File: config.mk
export PLATFORM = sky130hd
export DESIGN_NAME = jtframe_mister_upld
export DESIGN_NICKNAME = d
export VERILOG_FILES = /design/src/rtl/jtframe_mister_upld.sv
export SDC_FILE = /design/constraint.sdc
export NUM_CORES = 1
export LEC_CHECK = 0
export ABC_CLOCK_PERIOD_IN_PS = 1700
export BUFFER_PORTS_ARGS = -buffer_cell sky130_fd_sc_hd__clkbuf_2
export CAP_MARGIN = 20
export CORE_ASPECT_RATIO = 1.2
export CORE_MARGIN = 1
export CORE_UTILIZATION = 42
export CTS_CLUSTER_DIAMETER = 30
export CTS_CLUSTER_SIZE = 8
export DETAILED_ROUTE_END_ITERATION = 8
export GPL_ROUTABILITY_DRIVEN = 1
export PLACE_DENSITY_LB_ADDON = 0.05
export SYNTH_ARGS = -nofsm -noshare
export SYNTH_HDL_FRONTEND = slang
export SYNTH_SLANG_ARGS = --single-unit
File: constraint.sdc
create_clock -name clk -period 1.7 [get_ports clk]
set_input_delay 0.17 -clock clk [delete_from_list [all_inputs] [get_ports clk]]
set_output_delay 0.17 -clock clk [all_outputs]
set_load 0.01 [all_outputs]
File: src/rtl/jtframe_mister_upld.sv
// NVRAM upload server: turns HPS byte reads into core NVRAM read requests,
// stalls the HPS with hps_wait until data is back, and tracks whether the
// NVRAM has been written since the last complete save.
//
// state  | meaning
// IDLE   | no read in flight, waiting for an HPS read strobe
// WAIT   | nvram_rd asserted, waiting for nvram_ok or timer expiry
module jtframe_mister_upld #(
  parameter int          AW        = 13,
  parameter logic [7:0]  IDX_NVRAM = 8'h2,
  parameter logic [7:0]  TIMEOUT   = 8'd255
) (
  input  logic          clk,
  input  logic          rst,
  input  logic          hps_upload,
  input  logic [7:0]    hps_index,
  input  logic          hps_rd,
  input  logic [26:0]   hps_addr,
  output logic [7:0]    hps_din,
  output logic          hps_wait,
  output logic          uploading,
  output logic [AW-1:0] nvram_addr,
  output logic          nvram_rd,
  input  logic          nvram_ok,
  input  logic [7:0]    nvram_dout,
  input  logic          nvram_we,
  output logic          dirty,
  output logic          timeout
);

  typedef enum logic {ST_IDLE, ST_WAIT} state_t;

  state_t     state;
  logic [7:0] timer;
  logic       last_up;
  logic       served;

  logic is_nvram, out_range, up_rise, up_fall;

  // Combinational decode of the session edges and the read address range
  always_comb begin
    is_nvram  = hps_index == IDX_NVRAM;
    out_range = |hps_addr[26:AW];
    up_rise   = hps_upload & ~last_up;
    up_fall   = ~hps_upload & last_up;
  end

  // Session tracking, dirty flag and the read-serving FSM
  always_ff @(posedge clk or posedge rst) begin
    if (rst) begin
      state      <= ST_IDLE;
      timer      <= 8'd0;
      last_up    <= 1'b0;
      served     <= 1'b0;
      hps_din    <= 8'd0;
      hps_wait   <= 1'b0;
      uploading  <= 1'b0;
      nvram_addr <= '0;
      nvram_rd   <= 1'b0;
      dirty      <= 1'b0;
      timeout    <= 1'b0;
    end else begin
      last_up <= hps_upload;
      if (up_rise && is_nvram) begin
        uploading <= 1'b1;
        timeout   <= 1'b0;
        served    <= 1'b0;
      end
      if (up_fall) begin
        uploading <= 1'b0;
        // a save only counts if something was delivered without timeouts
        if (served && !timeout) dirty <= 1'b0;
      end
      // a write always wins over the end-of-save clear
      if (nvram_we) dirty <= 1'b1;

      case (state)
        ST_IDLE: begin
          if (hps_rd && uploading && is_nvram) begin
            if (out_range) begin
              hps_din <= 8'hFF;
              served  <= 1'b1;
            end else begin
              nvram_addr <= hps_addr[AW-1:0];
              nvram_rd   <= 1'b1;
              hps_wait   <= 1'b1;
              timer      <= 8'd0;
              state      <= ST_WAIT;
            end
          end
        end
        ST_WAIT: begin
          if (timer != TIMEOUT) timer <= timer + 8'd1;
          if (!hps_upload) begin
            nvram_rd <= 1'b0;
            hps_wait <= 1'b0;
            state    <= ST_IDLE;
          end else if (nvram_ok) begin
            hps_din  <= nvram_dout;
            nvram_rd <= 1'b0;
            hps_wait <= 1'b0;
            served   <= 1'b1;
            state    <= ST_IDLE;
          end else if (timer == TIMEOUT) begin
            hps_din  <= 8'hFF;
            nvram_rd <= 1'b0;
            hps_wait <= 1'b0;
            timeout  <= 1'b1;
            state    <= ST_IDLE;
          end
        end
        default: state <= ST_IDLE;
      endcase
    end
  end

endmodule

==> qor.yml <==
logic_synthesis:
  yosys_register_bits: 36
  synth_top_flop_cell: "dfrtp_1"
  syn_avg_cell_area_um2: 12.4
  ys_top_cells_by_area: "dfrtp_1 (51%), mux2_4 (8.5%), mux2i_1 (4.6%), nor2_1 (3.4%), inv_1 (2.8%)"
  synth_top_area_share_pct: 51.2
  synth_async_sr_flop_share_pct: 100
  ys_types: 41
  yosysSeqAreaShare_pct: 51.2
  synth_top_cell_by_area: "dfrtp_1"
  ys_warn_count: 0
  synthesis.nets: 192
  synth_cells: 142
  synth_edf_count: 0
  syn-cell-area_um2: 1760
clock_tree:
  htreeDepth: 2
  clk-insertion-delay-late_ns: 0.28
  clockBufferDepth: 2
  cts.clk_slew.worst_paths_ns: 0.07
  cts_root_buf: "clkbuf_8"
  cts_tree: "built"
  cts_made_buffers: 5
  clock_sinks: 36
worst_setup_path:
  cp.buffers_inverters: 1
  cp.required_ns: 1.87
  crit_type: "flop to flop"
  arrival_ns: 1.75
  crit_path_cell_trace: "nor2b_1 -> nand4_4 -> nor2_4 -> buf_12 -> mux2_2"
  crit_path_end_kind: "flop"
  r2r-end: "nvram_addr[10]$_DFFE_PP0P_"
  ff2ff_setup_slack_ns: 0.12
  path_delay_family: "simple AND/OR/NAND/NOR gates"
  r2r-start: "uploading$_DFFE_PP0P_"
  cp_slowest_cell: "dfrtp_1"
  cp_max_fo: 21
  cp-start-kind: "flop"
  r2r_cells: 5
  cpPeakStageDelay_ns: 0.36
die:
  dieArea_um2: 4450
  num_rows: 25
  die_w_um: 61.1
  start_util_pct: 44.3
  fp.dieH_um: 72.9
  core_um2: 3970
  ios: 75
hold_path:
  worstHoldStart: "nvram_we"
  hold_depth: 2
  worstHoldEndpoint: "dirty$_DFFE_PP0P_"
  holdCritPathClass: "input port to flop"
global_routing:
  grt_pass1_wl_mm: 6.02
  grt_pass1_vias: 1373
  track_usage_pct: 18.6
  met2_usage_pct: 29.8
  grt_max_degree: 37
  grt_util_met3_pct: 3.90
  antenna_found_initial: 0
  grtUsageMet1_pct: 23.3
  busiest_layer: "met2"
  overflow: 0
timing:
  fin_crit_sh_pct: 92.9
  hold_viol: 0
  timing.hold.ws_ns: 0.0638
  period_needed_ns: 1.58
  drv_slew: 0
  rsz0062_at_grt: "no"
  setup_viol: 0
  worst_pin_slew_ns: 0.458
  setup_ws_ns: 0.121
  slew_headroom_pct: 69.5
  fmax_mhz: 633
  finClkSkew_ns: 0.00219
final_layout:
  final_common_cell: "clkbuf_2"
  syn_to_final_growth_pct: 33.0
  n_fill_cell: 361
  post-route-util_pct: 58.9
  drive_above_1_share_pct: 46.9
  stdcell_count: 282
  post-route-cell-area_um2: 2340
  final_cell_mix: "clkbuf_2 (74), dfrtp_1 (36), nor2_1 (16), inv_1 (13), mux2_4 (10)"
  num_antenna_cells: 0
  num-nets-final: 277
power_and_ir_drop:
  ir_worst_vdd_mv: 0.476
  power.leakage_uw: 0.00115
  power_density_nw_per_um2: 678
place:
  placed_cell_area_um2: 2210
  dp.cells: 271
  dp_slack_ns: -0.00159
  routabilityCongestion: 0.871
  place_hpwl_mm: 2.76
  port_buffers: 74
route:
  dr.pass1.iters: 4
  vias_per_cell: 4.86
  ant_nets: 0
  routedWlPerCell_um: 13.2
  first_iter_violations: 40
  vias: 1370
  drc: 0
  wl_mm: 3.71
job:
  maxCapViolCount: 0
status:
  status: "finished clean"
final cells by class:
| type | count | area [um^2] | area share, % |
|---|---|---|---|
| flip-flops and latches | 36 | 901 | 38.5 |
| multi-input cells | 89 | 773 | 33.1 |
| repair buffers | 82 | 458 | 19.6 |
| clock buffers | 8 | 90.1 | 3.85 |
| well taps | 54 | 67.6 | 2.89 |
| inverters | 13 | 48.8 | 2.09 |
logic make-up (layout without fill, tap and decap cells):
group,count (synthesis),after routing,share of synthesized area [%]
adder cells (fa/ha/maj),1,1,0.712
AO/OA/AOI/OAI,19,19,9.89
AND/OR/NAND/NOR,42,42,15.2
flip-flops,36,36,51.2
buffers and inverters,17,103,4.98
multiplexers,21,21,15.0
XOR/XNOR,6,6,2.99
through the flow:
| step | power (uW) | setup TNS, ns |
|---|---|---|
| global route | 1650 | 0 |
| floorplan | 907 | 0 |
| global placement | 978 | 0 |
| detailed placement | 983 | -0.00159 |
| CTS | 1620 | 0 |
| finish | 1590 | 0 |
worst max path at each step:
stage / startpoint / endpoint / cells past startpoint
2_1_floorplan: uploading$_DFFE_PP0P_ / nvram_addr[12]$_DFFE_PP0P_ / 5
3_3_place_gp: hps_index[5] / hps_din[0]$_DFFE_PP0P_ / 6
3_5_place_dp: hps_index[0] / hps_din[5]$_DFFE_PP0P_ / 6
4_1_cts: uploading$_DFFE_PP0P_ / hps_din[5]$_DFFE_PP0P_ / 5
5_1_grt: uploading$_DFFE_PP0P_ / hps_din[6]$_DFFE_PP0P_ / 6
6_report: uploading$_DFFE_PP0P_ / nvram_addr[10]$_DFFE_PP0P_ / 5
flip-flops by register name, indices dropped and copies added, names as in the netlist:
name        count
nvram_addr     13
hps_din         8
timer           8
dirty           1
last_up         1
nvram_rd        1
served          1
state           1
timeout         1
uploading       1
Yosys cell counts (2+ instances only):
library cell / count
dfrtp_1: 36
nor2_1: 16
inv_1: 13
mux2_4: 10
mux2i_1: 8
nand2_1: 6
nand4_1: 4
o21ai_0: 4
nor4_1: 3
o211ai_1: 3
xnor2_1: 3
xor2_1: 3
and4_1: 2
mux2_1: 2
nand3_1: 2
o22ai_1: 2
per-layer routing:
layer	up-vias	wire [um]	share of wire, %
met5	-	0	0
met4	0	67	1.8
met3	8	164	4.4
met2	41	1860	50
met1	650	1620	44
li1	671	-	-
power breakdown:
| part | internal [uW] | total, uW | switching [uW] |
|---|---|---|---|
| clock | 330 | 619 | 289 |
| combinational | 52.1 | 103 | 50.6 |
| sequential | 861 | 864 | 2.64 |
| total | 1240 | 1590 | 342 |
what timing repair did:
item / 4_1_cts / 5_1_grt
setup buffers: 0 / 2
hold buffers: 1 / 0
resized for setup: 0 / 1
endpoints found under the hold margin: 36 / 0
endpoints found under the setup margin: 0 / 9
Note: power is estimated with default switching activity, not from simulation.
